**config.mk**
```make
export PLATFORM = sky130hd
export DESIGN_NAME = lfsr_gen_flat
export DESIGN_NICKNAME = d
export VERILOG_FILES = /design/src/rtl/lfsr_pkg.sv /design/src/rtl/lfsr_gen_if.sv /design/src/rtl/lfsr_step.sv /design/src/rtl/lfsr_gen.sv /design/src/flat_wrapper.sv
export SDC_FILE = /design/constraint.sdc
export NUM_CORES = 1
export LEC_CHECK = 0
export ABC_AREA = 1
export BUFFER_PORTS_ARGS = -buffer_cell sky130_fd_sc_hd__buf_2
export CELL_PAD_IN_SITES_DETAIL_PLACEMENT = 1
export CELL_PAD_IN_SITES_GLOBAL_PLACEMENT = 2
export CORE_ASPECT_RATIO = 0.6
export CORE_MARGIN = 10
export CORE_UTILIZATION = 33
export DETAILED_ROUTE_END_ITERATION = 6
export MAX_ROUTING_LAYER = met4
export PLACE_DENSITY_LB_ADDON = 0.1
export SLEW_MARGIN = 20
export SYNTH_ARGS = -nofsm -noshare
export SYNTH_HDL_FRONTEND = slang
export SYNTH_SLANG_ARGS = --single-unit
export TNS_END_PERCENT = 50
```
**constraint.sdc**
```tcl
create_clock -name clk -period 2.44 [get_ports clk]
set_input_delay 0.61 -clock clk [delete_from_list [all_inputs] [get_ports clk]]
set_output_delay 0.61 -clock clk [all_outputs]
set_load 0.005 [all_outputs]
```
**src/rtl/lfsr_pkg.sv**
```systemverilog
// lfsr_pkg: shared types, feedback helper and reference tap masks for the LFSR family.
// Latency: n/a (declarations only).
// Backpressure: n/a.
package lfsr_pkg;

   // Generator FSM: LOAD presents a freshly loaded seed with out_valid low.
   // RUN offers words to the consumer.
   typedef enum logic {
      ST_LOAD = 1'b0,
      ST_RUN  = 1'b1
   } lfsr_state_e;

   // Maximal-length Fibonacci tap masks. Bit i set means state bit i feeds the XOR.
   localparam logic [3:0]  TAPS_W4  = 4'h9;          // x^4+x^3+1
   localparam logic [7:0]  TAPS_W8  = 8'hB8;         // x^8+x^6+x^5+x^4+1
   localparam logic [9:0]  TAPS_W10 = 10'h240;       // x^10+x^7+1
   localparam logic [15:0] TAPS_W16 = 16'hB400;      // x^16+x^14+x^13+x^11+1
   localparam logic [31:0] TAPS_W32 = 32'h8020_0003; // x^32+x^22+x^2+x+1

   // Feedback bit: parity of the state bits that are selected by the mask.
   // Callers narrower than 32 bits zero-extend both arguments.
   function automatic logic parity_fb(input logic [31:0] state, input logic [31:0] mask);
      return ^(state & mask);
   endfunction

endpackage

```
**src/rtl/lfsr_gen_if.sv**
```systemverilog
// lfsr_gen_if: groups the generator's reseed inputs and its valid/ready word output.
// Ports: seed_load/seed_in (reseed), out_ready (consumer), out_valid/rnd/wrap/lockup (generator).
// Backpressure: rnd is held while out_valid && !out_ready.
interface lfsr_gen_if #(
   parameter int WIDTH = 10
);
   logic             seed_load;
   logic [WIDTH-1:0] seed_in;
   logic             out_ready;
   logic             out_valid;
   logic [WIDTH-1:0] rnd;
   logic             wrap;
   logic             lockup;

   // The master side is the generator.
   modport master (
      input  seed_load, seed_in, out_ready,
      output out_valid, rnd, wrap, lockup
   );

   // The slave side is the consumer/controller.
   modport slave (
      output seed_load, seed_in, out_ready,
      input  out_valid, rnd, wrap, lockup
   );
endinterface

```
**src/rtl/lfsr_step.sv**
```systemverilog
// lfsr_step: combinational STEPS-fold composition of a single Fibonacci LFSR shift.
// Ports: state_in (current state) -> state_out (state after STEPS shifts). Latency: 0 cycles.
// Backpressure: none; a pure function of state_in.
module lfsr_step
   import lfsr_pkg::*;
#(
   parameter int               WIDTH = 10,
   parameter logic [WIDTH-1:0] TAPS  = WIDTH'(TAPS_W10),
   parameter int               STEPS = 1
) (
   input  logic [WIDTH-1:0] state_in,
   output logic [WIDTH-1:0] state_out
);

   logic [WIDTH-1:0] s;

   // Each iteration shifts left and inserts the feedback bit at the LSB.
   // The loop unrolls into STEPS cascaded XOR stages.
   always_comb begin
      s = state_in;
      for (int i = 0; i < STEPS; i++) begin
         s = {s[WIDTH-2:0], parity_fb(32'(s), 32'(TAPS))};
      end
      state_out = s;
   end

endmodule

```
**src/rtl/lfsr_gen.sv**
```systemverilog
// lfsr_gen: Fibonacci LFSR random-word source with reseed, lock-up guard and period-wrap flag.
// Ports: clk, rst (async, active-high), bus (lfsr_gen_if.master). Latency: 1 cycle transfer-to-next-word.
// Backpressure: rnd and out_valid are held while out_ready is low. A reseed costs one invalid cycle.
module lfsr_gen
   import lfsr_pkg::*;
#(
   parameter int               WIDTH = 10,
   parameter logic [WIDTH-1:0] TAPS  = WIDTH'(TAPS_W10),
   parameter logic [WIDTH-1:0] SEED  = {WIDTH{1'b1}},
   parameter int               STEPS = 1
) (
   input  logic       clk,
   input  logic       rst,
   lfsr_gen_if.master bus
);

   lfsr_state_e      state_q, state_d;
   logic [WIDTH-1:0] rnd_q, rnd_d;
   logic [WIDTH-1:0] seed_q, seed_d;
   logic             wrap_q, wrap_d;
   logic             lockup_q, lockup_d;

   logic [WIDTH-1:0] adv_state;
   logic [WIDTH-1:0] load_val;
   logic             seed_zero;

   lfsr_step #(
      .WIDTH (WIDTH),
      .TAPS  (TAPS),
      .STEPS (STEPS)
   ) u_step (
      .state_in  (rnd_q),
      .state_out (adv_state)
   );

   // An all-zero state would lock the LFSR forever, so a zero load is replaced by SEED.
   assign seed_zero = (bus.seed_in == '0);
   assign load_val  = seed_zero ? SEED : bus.seed_in;

   always_ff @(posedge clk or posedge rst) begin
      if (rst) begin
         state_q  <= ST_LOAD;
         rnd_q    <= SEED;
         seed_q   <= SEED;
         wrap_q   <= 1'b0;
         lockup_q <= 1'b0;
      end else begin
         state_q  <= state_d;
         rnd_q    <= rnd_d;
         seed_q   <= seed_d;
         wrap_q   <= wrap_d;
         lockup_q <= lockup_d;
      end
   end

   always_comb begin
      state_d  = state_q;
      rnd_d    = rnd_q;
      seed_d   = seed_q;
      wrap_d   = 1'b0;
      lockup_d = 1'b0;

      if (bus.seed_load) begin
         // A reseed overrides any transfer in the same cycle. The advance is
         // dropped and no wrap is reported.
         seed_d   = load_val;
         rnd_d    = load_val;
         lockup_d = seed_zero;
         state_d  = ST_LOAD;
      end else begin
         unique case (state_q)
            ST_LOAD: begin
               state_d = ST_RUN;
            end
            ST_RUN: begin
               if (bus.out_ready) begin
                  rnd_d  = adv_state;
                  // Returning to the active seed marks the end of one period.
                  wrap_d = (adv_state == seed_q);
               end
            end
            default: begin
               state_d = ST_LOAD;
            end
         endcase
      end
   end

   // All outputs come straight from flops. out_valid is the RUN state bit.
   assign bus.out_valid = (state_q == ST_RUN);
   assign bus.rnd       = rnd_q;
   assign bus.wrap      = wrap_q;
   assign bus.lockup    = lockup_q;

endmodule

```
**src/flat_wrapper.sv**
```systemverilog
// flat-port wrapper written by rule: the top's interface ports become plain ports
module lfsr_gen_flat import lfsr_pkg::*;
#(
   parameter int               WIDTH = 10,
   parameter logic [WIDTH-1:0] TAPS  = WIDTH'(TAPS_W10),
   parameter logic [WIDTH-1:0] SEED  = {WIDTH{1'b1}},
   parameter int               STEPS = 1
)
  (clk, rst, bus_seed_load, bus_seed_in, bus_out_ready, bus_out_valid, bus_rnd, bus_wrap, bus_lockup);
  lfsr_gen_if #(.WIDTH(WIDTH)) bus_i ();
  input  logic clk;
  input  logic rst;
  input wire logic [$bits(bus_i.seed_load)-1:0] bus_seed_load;
  input wire logic [$bits(bus_i.seed_in)-1:0] bus_seed_in;
  input wire logic [$bits(bus_i.out_ready)-1:0] bus_out_ready;
  output wire logic [$bits(bus_i.out_valid)-1:0] bus_out_valid;
  output wire logic [$bits(bus_i.rnd)-1:0] bus_rnd;
  output wire logic [$bits(bus_i.wrap)-1:0] bus_wrap;
  output wire logic [$bits(bus_i.lockup)-1:0] bus_lockup;
  assign bus_i.seed_load = bus_seed_load;
  assign bus_i.seed_in = bus_seed_in;
  assign bus_i.out_ready = bus_out_ready;
  assign bus_out_valid = bus_i.out_valid;
  assign bus_rnd = bus_i.rnd;
  assign bus_wrap = bus_i.wrap;
  assign bus_lockup = bus_i.lockup;
  lfsr_gen #(.WIDTH(WIDTH), .TAPS(TAPS), .SEED(SEED), .STEPS(STEPS)) u_core (.clk(clk), .rst(rst), .bus(bus_i));
endmodule
```
; Word level (Yosys, flattened, before mapping)
; Index checks and enable logic that the tools add are counted.
[word_totals]
word_cells = 20
out_inout_bits = 13
register_bits = 23
input_bits = 14
[op_classes]
reduce_logical = 5
muxes = 9
eq_ne = 1
[op_table]
columns = op, n
row1 = 2-to-1 mux 10 bit, 4
row2 = XOR reduction 32 bit, 1
row3 = == test 10 bit, 1
row4 = zero test 10 bit, 1
row5 = 2-to-1 mux 1 bit, 5
row6 = nonzero test 2 bit, 2
row7 = AND reduction 2 bit, 1

; Logic depth before layout (Yosys ltp)
; Gate-level depths: netlist of run 1.
[depth]
ltp_word = 5
depth_mapped = 8
mapped_depth_nobuf = 8

; Cells and area by module
; Synthesis of run 1 repeated with hierarchy kept, for this count alone.
[unflattened]
hier_cells = 178
hier_area_um2 = 1308.8
[by_module_without_submodules]
columns = module, n_inst, area_each_um2, cells_each, seq_area_each_um2
row1 = lfsr_gen, 1, 1222.4, 164, 600.6
row2 = lfsr_step, 1, 86.3, 14, 0.0

; Worst setup path after synthesis of run 1
; OpenSTA, ideal clock, no wires.
[synth_path]
path_kind = input -> register
start = input bus_seed_load
end = register u_core.rnd_q[7], in the netlist u_core.bus.rnd[7]
slack_ns = 1.115
cell_stages = 6
required_ns = 2.368
path_buffers = 1
arrival_time_ns = 1.253
setup_ns = 0.072
cell_sequence = buf_6 inv_2 nand2_1 or2_2 nand2_1 inv_1
[synth_via]
elab_chain_cells = 2
elab_cells_between_ends = 4
classes_between = 1 x mux / 3 x reduce/logical
[synth_rtl]
columns = element, line_no
row1 = start: declaration, flat_wrapper.sv:13  ; input wire logic [$bits(bus_i.seed_load)-1:0] bus_seed_load;
row2 = nonzero test 2 bit (no line), -
row3 = AND reduction 2 bit (no line), -
row4 = end signal: assignment, lfsr_gen.sv:49  ; rnd_q <= rnd_d;
row5 = end: declaration, lfsr_gen.sv:18  ; logic [WIDTH-1:0] rnd_q, rnd_d;
; Several ways; a longest one is shown, not always the timed one.
; A chain may end at the register's enable or synchronous reset.

; Worst setup path in the final report of run 1
[layout_path]
start = register u_core.rnd_q[0], in the netlist u_core.bus.rnd[0]
end = output bus_rnd[0]
[layout_lines]
columns = element, line_no
row1 = end: declaration, flat_wrapper.sv:17  ; output wire logic [$bits(bus_i.rnd)-1:0] bus_rnd;
; No word-level cell between the ends.

==> results of run 1 <==
-- logic make-up (layout without fill, tap and decap cells) --
logic type / after synthesis / after routing / synth area share
flops: 23 / 23 / 0.462
simple gates: 84 / 84 / 0.315
xor+xnor: 3 / 3 / 0.0202
buf+inv: 36 / 63 / 0.118
compound gates: 19 / 19 / 0.0847
-- registers in the layout, summed over array words and instances (netlist names) --
| signal | cells |
|---|---|
| u_core.bus.wrap | 1 |
| u_core.bus.rnd | 10 |
| u_core.bus.lockup | 1 |
| u_core.bus.out_valid | 1 |
| u_core.seed_q | 10 |
-- power by group --
part | leakage (uW) | switching, uW | internal, uW
Combinational | 0.000552 | 111 | 73.1
Clock | 0.0000255 | 135 | 114
Sequential | 0.000250 | 30.5 | 442
-- area by class of cell --
type | instances | area, um^2 | area share
multi-input combinational | 106 | 546 | 0.360
clock buffer | 3 | 41.3 | 0.0272
clock inverter | 1 | 5.00 | 0.00330
sequential | 23 | 601 | 0.396
timing repair buffer | 29 | 153 | 0.101
tap | 47 | 58.8 | 0.0388
inverter | 30 | 113 | 0.0743
-- cell usage in the layout (no fill, tap or decap) --
| cell type | count |
|---|---|
| nand2_1 | 48 |
| inv_1 | 29 |
| buf_2 | 26 |
| dfstp_2 | 20 |
| o21ai_0 | 13 |
| nand3_2 | 10 |
| nand3_1 | 10 |
| nor2_1 | 8 |
| o211ai_1 | 6 |
| or2_2 | 3 |
| clkbuf_8 | 3 |
| buf_4 | 3 |
| dfrtp_1 | 3 |
| xor2_1 | 2 |
| and2_0 | 1 |
| nor3_1 | 1 |
| nand2_2 | 1 |
| nor2_2 | 1 |
| inv_2 | 1 |
| or2_0 | 1 |
| xnor2_1 | 1 |
| clkinv_2 | 1 |
-- worst register-to-register path, stage by stage, from the launching register on --
cell and delay, ps:
dfrtp_1 390, nand2_1 300, nand2_1 230, or2_2 330, nand2_1 80, inv_1 40
-- per-layer routing --
metal / part of all wire / GRT usage / vias up
li1: - / - / 561
met4: 0.0072 / 0.0311 / 0
met1: 0.50 / 0.160 / 554
met2: 0.43 / 0.176 / 36
met3: 0.067 / 0.0347 / 2
met5: 0 / - / -
-- how the worst min path moves through the flow --
stage	startpoint	end	slack, ps	cells past startpoint
detailed placement	u_core.seed_q[3]$_DFFE_PP1P_	u_core.seed_q[3]$_DFFE_PP1P_	490	2
finish	rst	u_core.bus.lockup$_DFF_PP0_	410	2
global placement	u_core.seed_q[3]$_DFFE_PP1P_	u_core.seed_q[3]$_DFFE_PP1P_	490	2
floorplan	u_core.seed_q[3]$_DFFE_PP1P_	u_core.seed_q[3]$_DFFE_PP1P_	480	2
global route	rst	u_core.bus.lockup$_DFF_PP0_	440	2
CTS	rst	u_core.bus.lockup$_DFF_PP0_	430	2
-- stage by stage --
step / instances / util / area, um^2 / power, uW / hold WS [ps]
2_1_floorplan: 165 / - / 1300 / 590 / 477
3_3_place_gp: 235 / 0.395 / 1470 / 661 / 492
3_5_place_dp: 235 / 0.395 / 1470 / 665 / 494
4_1_cts: 239 / 0.407 / 1520 / 922 / 430
5_1_grt: 239 / 0.407 / 1520 / 976 / 445
6_report: 239 / 0.407 / 1520 / 905 / 405
==> run_results.csv, run 1 <==
group,metric,value,unit
outcome,outcome,"completed",
logic_synthesis,ys_types,21,
logic_synthesis,postSynthCellCount,165,
cts,cts_resized,0,
drt,wl,3760,um
timing,setup_slack,850,ps
critical_path,cp_num_buf_inv,1,
timing,slew_headroom,0.570,
grt,grt_overflow,0,
place,dp_slack,557,ps
logic_synthesis,yosysMostFrequentCell,"nand2_1",
timing,fin_crit_sh,0.652,
grt,grt_max_degree,20,
drt,viasPerCell,4.82,
drt,drtPass1Iterations,4,
timing,hold_viol,0,
cts,cts_setup_buffers,0,
drt,wl_per_cell,15.7,um
place,gp_congestion,0.777,
layout,area_growth,16.7,%
logic_synthesis,async_flop_share,1.00,
job,max_cap_violations,0,
pwr,p_leak,0.000827,uW
timing,min_period,1590,ps
floorplan,die-height,68.6,um
critical_path,cpMaxStageDelayCell,"dfstp_2",
cts,clock_latency,270,ps
logic_synthesis,synth.net_count,179,
floorplan,io_pins,27,
layout,drive_gt1_frac,0.359,
layout,nets,207,
timing,fmax,629,MHz
grt,grt_usage,0.120,
timing,drv_slew,0,
cts,cts_tree,"yes",
cts,clkTransAtPathRegs,90,ps
critical_path,r2r_slack,1020,ps
critical_path,path_max_fanout,5,
worst_hold_path,hold_class,"in2async",
critical_path,cp_slowest_stage_delay,580,ps
critical_path,rr_endpoint,"u_core.bus.rnd[7]$_DFFE_PP1P_",
critical_path,crit_path_end,"bus_rnd[0]",
cts,clockBufferDepth,2,
pwr,peakVddDrop,0.197,mV
logic_synthesis,synth_warnings,0,
floorplan,initial_core_util,0.349,
place,portBuffers,26,
cts,cts_sinks,23,
critical_path,cp-end-kind,"primary output",
critical_path,worstPathRequired,1830,ps
floorplan,coreArea,3720,um^2
layout,fillers,493,
timing,worstMarginPinSlew,644,ps
grt,grt_pass1_vias,1245,
timing,rsz0062_at_grt,"no",
floorplan,row_count,17,
logic_synthesis,synth_area_leaders,"dfstp_2 40%, nand2_1 14%, inv_1 8.4%",
drt,drc_errors,0,
grt,antenna_found_initial,0,
critical_path,cp_cell_sequence,"buf_2",
critical_path,crit_type,"reg2out",
pwr,powerDensity,597,nW/um^2
timing,timing.setup.tns,0,ps
place,dp_hpwl,2880,um
floorplan,die_x,101,um
critical_path,reg2regPathDepth,5,
logic_synthesis,synth.ff_latch_count,23,
critical_path,cp.arrival,980,ps
logic_synthesis,synth_top_area_frac,0.404,
critical_path,worst-path-stages,1,
timing,final-setup-viol-count,0,
critical_path,cp_top_family,"flip-flops",
logic_synthesis,syn_avg_cell_area,7.88,um^2
floorplan,dieArea,6930,um^2
cts,cts-root-buf,"clkbuf_8",
cts,hold_buffers,0,
logic_synthesis,synth_edf_count,0,
logic_synthesis,synth_top_area_cell,"dfstp_2",
logic_synthesis,synthesis.area,1300,um^2
critical_path,startpoint,"u_core.bus.rnd[0]$_DFFE_PP1P_",
drt,drt-initial-drc-count,56,
grt,grt_first_pass_wirelength,6440,um
timing,finalClockSkew,7.95,ps
logic_synthesis,synth_top_cells_by_count,"48 x nand2_1, 29 x inv_1, 20 x dfstp_2, 13 x o21ai_0",
cts,numCtsBuffers,3,
logic_synthesis,seq_area_frac_synth,0.462,
drt,vias,1153,
logic_synthesis,synth_ff_type,"dfstp_2",
layout,antenna_cells,0,
drt,postRouteAntennaNets,0,
cts,htree_levels,1,
critical_path,r2r-start,"u_core.bus.out_valid$_DFF_PP0_",
critical_path,cp-start-kind,"flop",
(Power assumes the default switching activity.)
==> inputs of run 2 (changes only) <==
--- a/config.mk
+++ b/config.mk
@@ -11,7 +11,7 @@
 export CELL_PAD_IN_SITES_GLOBAL_PLACEMENT = 2
 export CORE_ASPECT_RATIO = 0.6
 export CORE_MARGIN = 10
-export CORE_UTILIZATION = 33
+export CORE_UTILIZATION = 27
 export DETAILED_ROUTE_END_ITERATION = 6
 export MAX_ROUTING_LAYER = met4
 export PLACE_DENSITY_LB_ADDON = 0.1
==> constraint.sdc (replaced) <==
create_clock -name clk -period 1.4 [get_ports clk]
set_input_delay 0.35 -clock clk [delete_from_list [all_inputs] [get_ports clk]]
set_output_delay 0.35 -clock clk [all_outputs]
set_load 0.005 [all_outputs]
==> run_results.csv, run 2 (synthesis gave the netlist of run 1 again) <==
group,metric,value,unit
outcome,outcome,"completed",
critical_path,crit_type,"reg2out",
pwr,total_power,1590,uW
grt,grt_pass1_vias,1271,
layout,antenna_cells,0,
floorplan,initial_core_util,0.282,
critical_path,cp.arrival,990,ps
grt,grt_overflow,0,
timing,final-setup-viol-count,0,
place,dp_hpwl,3140,um
critical_path,startpoint,"u_core.bus.rnd[6]$_DFFE_PP1P_",
critical_path,cp-start-kind,"flop",
drt,wl,4000,um
critical_path,worst-path-stages,1,
timing,slew_headroom,0.822,
grt,antenna_found_initial,0,
layout,final_cell_mix,"46 x nand2_1, 28 x inv_1, 26 x buf_2, 20 x dfstp_2, 13 x o21ai_0",
grt,grt_usage,0.109,
layout,area_growth,23.0,%
drt,wl_met1,2050,um
floorplan,die-height,73.8,um
cts,cts_setup_buffers,0,
critical_path,cp-end-kind,"primary output",
cts,clkTransAtPathRegs,90,ps
layout,fillers,582,
cts,numCtsBuffers,3,
critical_path,cp_cell_sequence,"buf_2",
timing,drv_slew,0,
floorplan,io_pins,27,
layout,layout_commonest_cell,"nand2_1",
drt,drtPass1Iterations,4,
critical_path,worstPathRequired,1050,ps
drt,drc_errors,0,
critical_path,path_max_fanout,5,
floorplan,coreArea,4610,um^2
timing,fmax,746,MHz
cts,hold_buffers,0,
drt,viasPerCell,4.52,
timing,fin_crit_sh,0.957,
grt,grt_max_degree,20,
drt,top_layer,"met4",
layout,fin_util,0.347,
timing,finalClockSkew,9.24,ps
floorplan,die_x,110,um
timing,hold_viol,0,
critical_path,r2r-start,"u_core.bus.rnd[3]$_DFFE_PP1P_",
drt,drt-initial-drc-count,21,
critical_path,r2r_slack,200,ps
pwr,powerDensity,997,nW/um^2
cts,cts_sinks,23,
job,max_cap_violations,0,
drt,postRouteAntennaNets,0,
drt,dr_wl_met3,194,um
critical_path,cp_num_buf_inv,1,
cts,clockBufferDepth,2,
timing,rsz0062_at_grt,"no",
layout,nets,213,
worst_hold_path,hold_class,"in2async",
critical_path,cpMaxStageDelayCell,"dfstp_2",
grt,grt_first_pass_wirelength,6540,um
place,gp_congestion,0.787,
timing,worstMarginPinSlew,265,ps
timing,min_period,1340,ps
floorplan,dieArea,8080,um^2
critical_path,reg2regPathDepth,6,
pwr,p_leak,0.000860,uW
cts,htree_levels,1,
place,portBuffers,26,
cts,cts-root-buf,"clkbuf_8",
layout,drive_gt1_frac,0.394,
cts,clock_latency,270,ps
drt,wl_per_cell,15.3,um
pwr,peakVddDrop,0.276,mV
drt,vias,1181,
floorplan,row_count,19,
drt,met2_length,1700,um
critical_path,cp_slowest_stage_delay,590,ps
cts,cts_tree,"yes",
critical_path,cp_top_family,"flip-flops",
critical_path,rr_endpoint,"u_core.bus.wrap$_DFF_PP0_",
critical_path,crit_path_end,"bus_rnd[6]",
-- run 2: metal layers --
layer  global-route usage  up-vias
met5                    -        -
met4               0.0302        0
met3               0.0271        4
met2                0.161       34
met1                0.144      567
li1                     -      576
-- run 2: cell type report --
class	instances	area (um^2)	area share
inverters	30	113	0.0704
well taps	63	78.8	0.0493
flip-flops and latches	23	601	0.376
repair buffers	35	210	0.131
multi-input cells	106	551	0.344
clock inverters	1	5.00	0.00313
clock buffers	3	41.3	0.0258
-- run 2: what timing repair did --
item | CTS | global route
endpoints found under the hold margin | 0 | 0
gates resized for setup | 2 | 1
endpoints found under the setup margin | 9 | 4
-- run 2: power by group --
part	total (uW)	internal [uW]	switching, uW
clock	435	199	236
sequential	823	770	53.2
combinational	335	138	198
-- run 2: metrics by stage --
step                setup TNS (ps)  setup WS (ps)  instance area [um^2]  hold WS (ps)  std cells
global route                     0           15.7                  1600          66.7        261
finish                           0           60.3                  1600          58.5        261
detailed placement           -1090           -154                  1550           365        257
floorplan                        0            335                  1300           337        165
global placement              -719           -110                  1550           358        257
CTS                              0           50.4                  1600          61.2        261
-- run 2: worst min path at each step --
stage	endpoint	slack [ps]	depth (start not counted)
after floorplan	u_core.bus.lockup$_DFF_PP0_	340	1
after global placement	u_core.bus.lockup$_DFF_PP0_	360	3
after detailed placement	u_core.bus.lockup$_DFF_PP0_	370	3
after CTS	u_core.bus.lockup$_DFF_PP0_	60	3
after global routing	u_core.bus.out_valid$_DFF_PP0_	70	3
final	u_core.bus.out_valid$_DFF_PP0_	60	3
